==> src/rtl/xor_arbiter.sv <==
// Two-requester front end sharing one bit-serial XOR unit.
// Round-robin grant in IDLE, WIDTH serial SHIFT cycles, result held in DONE until taken.
module xor_arbiter #(
  parameter int unsigned WIDTH = 8
) (
  input  logic             clk,
  input  logic             rst_n,
  input  logic             req0_valid,
  input  logic [WIDTH-1:0] req0_a,
  input  logic [WIDTH-1:0] req0_b,
  output logic             req0_ready,
  input  logic             req1_valid,
  input  logic [WIDTH-1:0] req1_a,
  input  logic [WIDTH-1:0] req1_b,
  output logic             req1_ready,
  output logic             out_valid,
  output logic [WIDTH-1:0] out_data,
  output logic             out_id,
  input  logic             out_ready,
  output logic             busy
);

  localparam int unsigned CW = $clog2(WIDTH + 1);

  typedef enum logic [1:0] {
    IDLE  = 2'd0,
    SHIFT = 2'd1,
    DONE  = 2'd2
  } state_t;

  state_t           state_q, state_d;
  logic             ptr_q, ptr_d;
  logic             id_q, id_d;
  logic [WIDTH-1:0] a_q, a_d;
  logic [WIDTH-1:0] b_q, b_d;
  logic [WIDTH-1:0] res_q, res_d;
  logic [WIDTH-1:0] out_data_q, out_data_d;
  logic             out_id_q, out_id_d;
  logic [CW-1:0]    cnt_q, cnt_d;
  logic             grant;
  logic             res_bit;

  // ptr_q remembers the last requester served; contention goes to the other one.
  always_comb begin
    grant = 1'b0;
    if (req0_valid && req1_valid) begin
      grant = ~ptr_q;
    end else if (req1_valid) begin
      grant = 1'b1;
    end
  end

  // Readies are additionally gated by rst_n so they stay low for the whole reset.
  assign req0_ready = rst_n && (state_q == IDLE) && req0_valid && !grant;
  assign req1_ready = rst_n && (state_q == IDLE) && req1_valid && grant;

  assign res_bit = a_q[0] ^ b_q[0];

  always_comb begin
    state_d    = state_q;
    ptr_d      = ptr_q;
    id_d       = id_q;
    a_d        = a_q;
    b_d        = b_q;
    res_d      = res_q;
    out_data_d = out_data_q;
    out_id_d   = out_id_q;
    cnt_d      = cnt_q;
    unique case (state_q)
      IDLE: begin
        if (req0_ready || req1_ready) begin
          a_d     = grant ? req1_a : req0_a;
          b_d     = grant ? req1_b : req0_b;
          id_d    = grant;
          ptr_d   = grant;
          cnt_d   = '0;
          state_d = SHIFT;
        end
      end
      SHIFT: begin
        res_d = {res_bit, res_q[WIDTH-1:1]};
        a_d   = a_q >> 1;
        b_d   = b_q >> 1;
        cnt_d = cnt_q + CW'(1);
        // Visible outputs only change once the full result is assembled.
        if (cnt_q == CW'(WIDTH - 1)) begin
          out_data_d = {res_bit, res_q[WIDTH-1:1]};
          out_id_d   = id_q;
          state_d    = DONE;
        end
      end
      DONE: begin
        if (out_ready) begin
          state_d = IDLE;
        end
      end
      default: state_d = IDLE;
    endcase
  end

  always_ff @(posedge clk or negedge rst_n) begin
    if (!rst_n) begin
      state_q    <= IDLE;
      ptr_q      <= 1'b1;
      id_q       <= 1'b0;
      a_q        <= '0;
      b_q        <= '0;
      res_q      <= '0;
      out_data_q <= '0;
      out_id_q   <= 1'b0;
      cnt_q      <= '0;
    end else begin
      state_q    <= state_d;
      ptr_q      <= ptr_d;
      id_q       <= id_d;
      a_q        <= a_d;
      b_q        <= b_d;
      res_q      <= res_d;
      out_data_q <= out_data_d;
      out_id_q   <= out_id_d;
      cnt_q      <= cnt_d;
    end
  end

  assign out_valid = (state_q == DONE);
  assign out_data  = out_data_q;
  assign out_id    = out_id_q;
  assign busy      = (state_q != IDLE);

endmodule
==> config.mk <==
export PLATFORM = sky130hd
export DESIGN_NAME = xor_arbiter
export DESIGN_NICKNAME = d
export VERILOG_FILES = /design/src/rtl/xor_arbiter.sv
export SDC_FILE = /design/constraint.sdc
export NUM_CORES = 1
export LEC_CHECK = 0
export CAP_MARGIN = 0
export CELL_PAD_IN_SITES_DETAIL_PLACEMENT = 1
export CELL_PAD_IN_SITES_GLOBAL_PLACEMENT = 1
export CORE_UTILIZATION = 31
export DETAILED_ROUTE_END_ITERATION = 7
export PLACE_DENSITY = 0.71
export REMOVE_ABC_BUFFERS = 1
export SYNTH_ARGS = -nofsm -noshare
export SYNTH_HDL_FRONTEND = slang
export SYNTH_SLANG_ARGS = --single-unit
==> constraint.sdc <==
create_clock -name clk -period 2.1 [get_ports clk]
set_clock_uncertainty 0.15 [all_clocks]
set_input_delay 0.21 -clock clk [delete_from_list [all_inputs] [get_ports clk]]
set_output_delay 0.21 -clock clk [all_outputs]
set_load 0.005 [all_outputs]
Word level (Yosys, flattened, before mapping)

Cells that the tools add are included.

$add $sub $neg: 1
Eq/ne operators: 6
Mux-type cells: 14
Bitwise gates (word level): 2
Reduce and logical (&&, ||, !) cells: 15

Operator list:

| operator                                                                | number |
|---|---|
| 8-bit two-way mux                                                       | 4 |
| 8-bit one-hot mux with 2 select lines                                   | 2 |
| 4-bit one-hot mux with 2 select lines                                   | 1 |
| 1-bit logical AND                                                       | 6 |
| 2-bit two-way mux                                                       | 3 |
| 2-bit one-hot mux with 3 select lines                                   | 1 |
| 2-bit AND reduction                                                     | 3 |
| 4-bit by 1-bit adder with 4-bit output, second input constant           | 1 |
| 4-bit by 3-bit equality test with 1-bit output, second input constant   | 1 |
| 4-bit two-way mux                                                       | 1 |
| 2-bit by 1-bit inequality test with 1-bit output, second input constant | 2 |
| 2-bit nonzero test                                                      | 2 |
| 3-bit AND reduction                                                     | 1 |
| 2-bit by 1-bit equality test with 1-bit output, second input constant   | 1 |
| 2-bit equality test, second input constant                              | 1 |
| 2-bit zero test                                                         | 1 |
| 1-bit two-way mux                                                       | 2 |
| 2-bit inequality test, second input constant                            | 1 |
| 1-bit zero test                                                         | 1 |
| 1-bit logical OR                                                        | 1 |
| 1-bit inverter                                                          | 1 |
| 1-bit XOR                                                               | 1 |

Register bits: 41
Input bits: 37
Output and inout bits: 13
Logic and storage cells: 47

Depth between registers and ports, before layout

Depth after elaboration: 7
Gate-level depth with buffers: 6
Gate-level depth less buffers: 5

Least setup slack after synthesis

Ideal clock, no wire load.

Kind: reg-to-reg
Start: register cnt_q[0]
End: register out_data_q[2], in the netlist out_data[2]
Setup time: 0.125 ns
Arrival time: 1.324 ns
Data required time: 1.825 ns
Slack: 0.502 ns
Stages on the path, launching flop included: 6
Path buffers: 1
Clock period less this slack: 1.598 ns
Path through: dfrtp_1 > ha_1 > nand2_1 > nor3_1 > buf_4 > mux2_2

Word-level cells in the longest chain between the ends: 2

Ends and longest elaborated chain:

| item                                           | line | source |
|---|---|---|
| from (decl)                                    | 39   | `logic [CW-1:0] cnt_q, cnt_d;` |
| from (signal assigned)                         | 121  | `cnt_q <= cnt_d;` |
| 4-bit by 3-bit equality test with 1-bit output | 86   | `if (cnt_q == CW'(WIDTH - 1)) begin` |
| 2-bit AND reduction (no line)                  | n/a  |  |
| to (signal assigned)                           | 119  | `out_data_q <= out_data_d;` |
| to (decl)                                      | 37   | `logic [WIDTH-1:0] out_data_q, out_data_d;` |

Every way passes these cells.
A chain may end at the register's enable or synchronous reset.

Worst setup path in the final report

Start: register state_q[1]
End: output out_valid

Word-level cells in the longest chain between the ends: 1

Ends and longest elaborated chain:

| item                   | line | source |
|---|---|---|
| from (decl)            | 31   | `state_t state_q, state_d;` |
| from (signal assigned) | 113  | `state_q <= state_d;` |
| 2-bit equality test    | 125  | `assign out_valid = (state_q == DONE);` |
| to (decl)              | 16   | `output logic out_valid,` |

Every way passes these cells.

==> reports/metrics.csv <==
stage,metric,value,unit
setup_path,Startpoint Class,register,
worst_hold_path,Hold Crit Start,rst_n,
cts,total CTS buffers,5,
cts,TritonCTS clock tree,yes,
floorplanning,core outline area,6390,um2
setup_path,crit-path max FO,18,
global_routing,largest net degree at the start of global routing,42,
global_routing,grt total ovfl,0,
yosys,area share of the largest cell type after synthesis,47.6,%
route,via count,1661,
place,GPL Wtd Cong,0.722,
route,Routed WL,5.12,mm
sta,final setup margin,0.0928,ns
setup_path,arrival time worst endpoint,1.65,ns
sta,Peak Freq,498,MHz
setup_path,cells on worst reg2reg path,5,
layout,ANT cells,0,
yosys,Synth cell types,35,
setup_path,critical path cell sequence,buf_8 -> nor2b_1 -> clkdlybuf4s50_1,
yosys,"count leader, synth",nand2_1,
setup_path,CP Class,reg2out,
yosys,Area contributors post-synth,"dfrtp_1, nand2_1, a221oi_2, a21o_1, a21oi_1",
layout,share of layout cells above drive strength 1,19.4,%
power_and_ir_drop,leakage power,1.35,nW
power_and_ir_drop,peak supply drop,0.620,mV
layout,fin cells,335,
setup_path,WP data required,1.74,ns
sta,minimum clock period,2.01,ns
global_routing,first-pass GRT wire length,8.68,mm
floorplanning,I/O pins,50,
setup_path,Max stage delay on crit path,0.53,ns
yosys,Synth Flop Type,dfrtp_1,
global_routing,initial antenna violation count,0,
floorplanning,num rows,29,
worst_hold_path,Hold Path Class,in2reg,
setup_path,Crit path max-delay family,buffers and inverters,
cts,Worst-Skew Late Latency,0.29,ns
place,dpl ws,0.106,ns
setup_path,Reg-to-Reg Start,state_q[0],
place,Port Buffers,49,
floorplanning,Die Area,6950,um2
place,dpl cells,324,
setup_path,RR Endpoint,a_q[2],
cts,"Reg clk slew, reported paths",0.08,ns
yosys,leading area contributor after synthesis,dfrtp_1,
cts,H-tree levels,2,
global_routing,vias in the first global route,1771,
sta,setup tns final,0,ns
yosys,Synth Register Bits,40,
setup_path,CP Depth,3,
cts,clk root buf,clkbuf_8,
cts,CTS max path bufs,2,
sta,Min Hold Slack,0.232,ns
setup_path,"reg-to-reg slack, setup",0.18,ns
layout,nets,295,
yosys,register area share after synthesis,48.8,%
layout,area grow syn2layout,35.4,%
yosys,Yosys Warn Count,0,
yosys,Post-Syn Area,2050,um2
yosys,cell count after synthesis,201,
sta,worst-margin pin slew,0.547,ns
cts,clk sinks,40,
global_routing,met2 Use GR,26.2,%
sta,final-report setup violation count,0,
route,Avg WL per Cell,15.3,um
outcome,status,completed,
yosys,Commonest cells post-synth,"nand2_1, dfrtp_1, a21o_1",
power_and_ir_drop,PwrDens,1180,nW/um2
setup_path,Slowest cell on crit path,clkdlybuf4s50_1,
global_routing,M3 GR Usage,3.28,%
worst_hold_path,Worst Hold End,ptr_q,
sta,Rel. slew slack,63.5,%
floorplanning,Die Height,83.4,um
global_routing,Total GRT Usage,15.6,%
route,# DRC,0,
sta,fin crit share,95.6,%
global_routing,GR peak layer,met2,
floorplanning,Initial Utilization,32.1,%
yosys,"EDFF count, synth",0,
floorplanning,DIE WIDTH,83.4,um
run,max_cap viols,0,
setup_path,crit path buf inv count,2,
yosys,Avg Synthesized Cell Area,10.2,um2
route,post-route antenna net violation count,0,
global_routing,GR Util met1,20.7,%
sta,fin. max-slew vios,0,
worst_hold_path,Hold Path Cell Cnt,4,
place,Post-DP HPWL,3.49,mm
route,Pre-antenna DRT Iters,4,
setup_path,CP Capture Type,output port,
route,vias per cell,4.96,
sta,final count of hold timing violations,0,
route,drt initial violations,51,
layout,"Core Util, Final",43.5,%
yosys,Synth async-reset ratio,100,%
registers in the layout, indices dropped and copies added (netlist names):
| signal | cells |
|---|---|
| a_q | 8 |
| b_q | 8 |
| out_data | 8 |
| res_q | 7 |
| cnt_q | 4 |
| state_q | 2 |
| id_q | 1 |
| out_id | 1 |
| ptr_q | 1 |
cell usage in the layout, fill, tap and decap left out, types with 3 or more instances in the layout:
cell type,count
a21oi_1,12
inv_1,3
buf_4,11
clkbuf_8,6
a221oi_2,10
nand2_1,60
o21ai_0,6
clkdlybuf4s50_1,47
mux2_1,5
mux2_2,3
nor2_1,5
a221oi_1,4
a21o_1,16
a21oi_2,6
dfrtp_1,38
through the flow:
step	cell area, um2	power [mW]
4_1_cts	2760	3.32
3_3_place_gp	2620	2.58
2_1_floorplan	1960	2.05
5_1_grt	2780	3.53
6_report	2780	3.29
3_5_place_dp	2620	2.63
layout make-up:
cell class | instances | area (um2)
clock inverters | 2 | 38.8
multi-input cells | 144 | 946
repair buffers | 62 | 596
well taps | 77 | 96.3
inverters | 4 | 15.0
clock buffers | 6 | 82.6
flip-flops and latches | 40 | 1000
fillers | 721 | 3610
power by group:
part	total, mW	internal (mW)	switching (mW)
clock	0.667	0.389	0.278
sequential	1.27	1.08	0.190
combinational	1.35	0.695	0.660
total	3.29	2.16	1.13
worst max-delay path by stage:
stage,slack [ns],to,startpoint
after global placement,0.14,req1_ready,req0_valid
after CTS,0.01,out_valid,state_q[1]
final,0.09,out_valid,state_q[1]
after global routing,-0.001,out_valid,state_q[1]
after floorplan,-0.41,out_data[0],state_q[1]
after detailed placement,0.11,req1_ready,req0_valid
kinds of logic after synthesis:
logic type               after synthesis  share of synthesized area [%]
AO/OA/AOI/OAI                         58                           24.2
XOR/XNOR                               2                          0.854
multiplexers                           8                           4.39
flip-flops                            40                           48.8
buffers and inverters                 17                           5.30
AND/OR/NAND/NOR                       75                           15.8
adder cells (fa/ha/maj)                1                          0.610
layer usage:
metal | wire [um] | part of all wire, %
met1 | 2450 | 48
met2 | 2500 | 49
met3 | 144 | 2.8
met4 | 30 | 0.59
met5 | 0 | 0
what timing repair did:
action	CTS	global route
endpoints found under the setup margin	1	3
hold endpoints to repair	39	0
hold buffers	1	0
setup buffers	0	2
pin swaps	0	2
gates resized for setup	2	3
worst min-delay path: stages:
cell	delay (ns)
buf_2	0.13
nor3b_2	0.16
nand2_1	0.10
nand2_1	0.06
No activity file was read; power rests on OpenSTA's default activity.
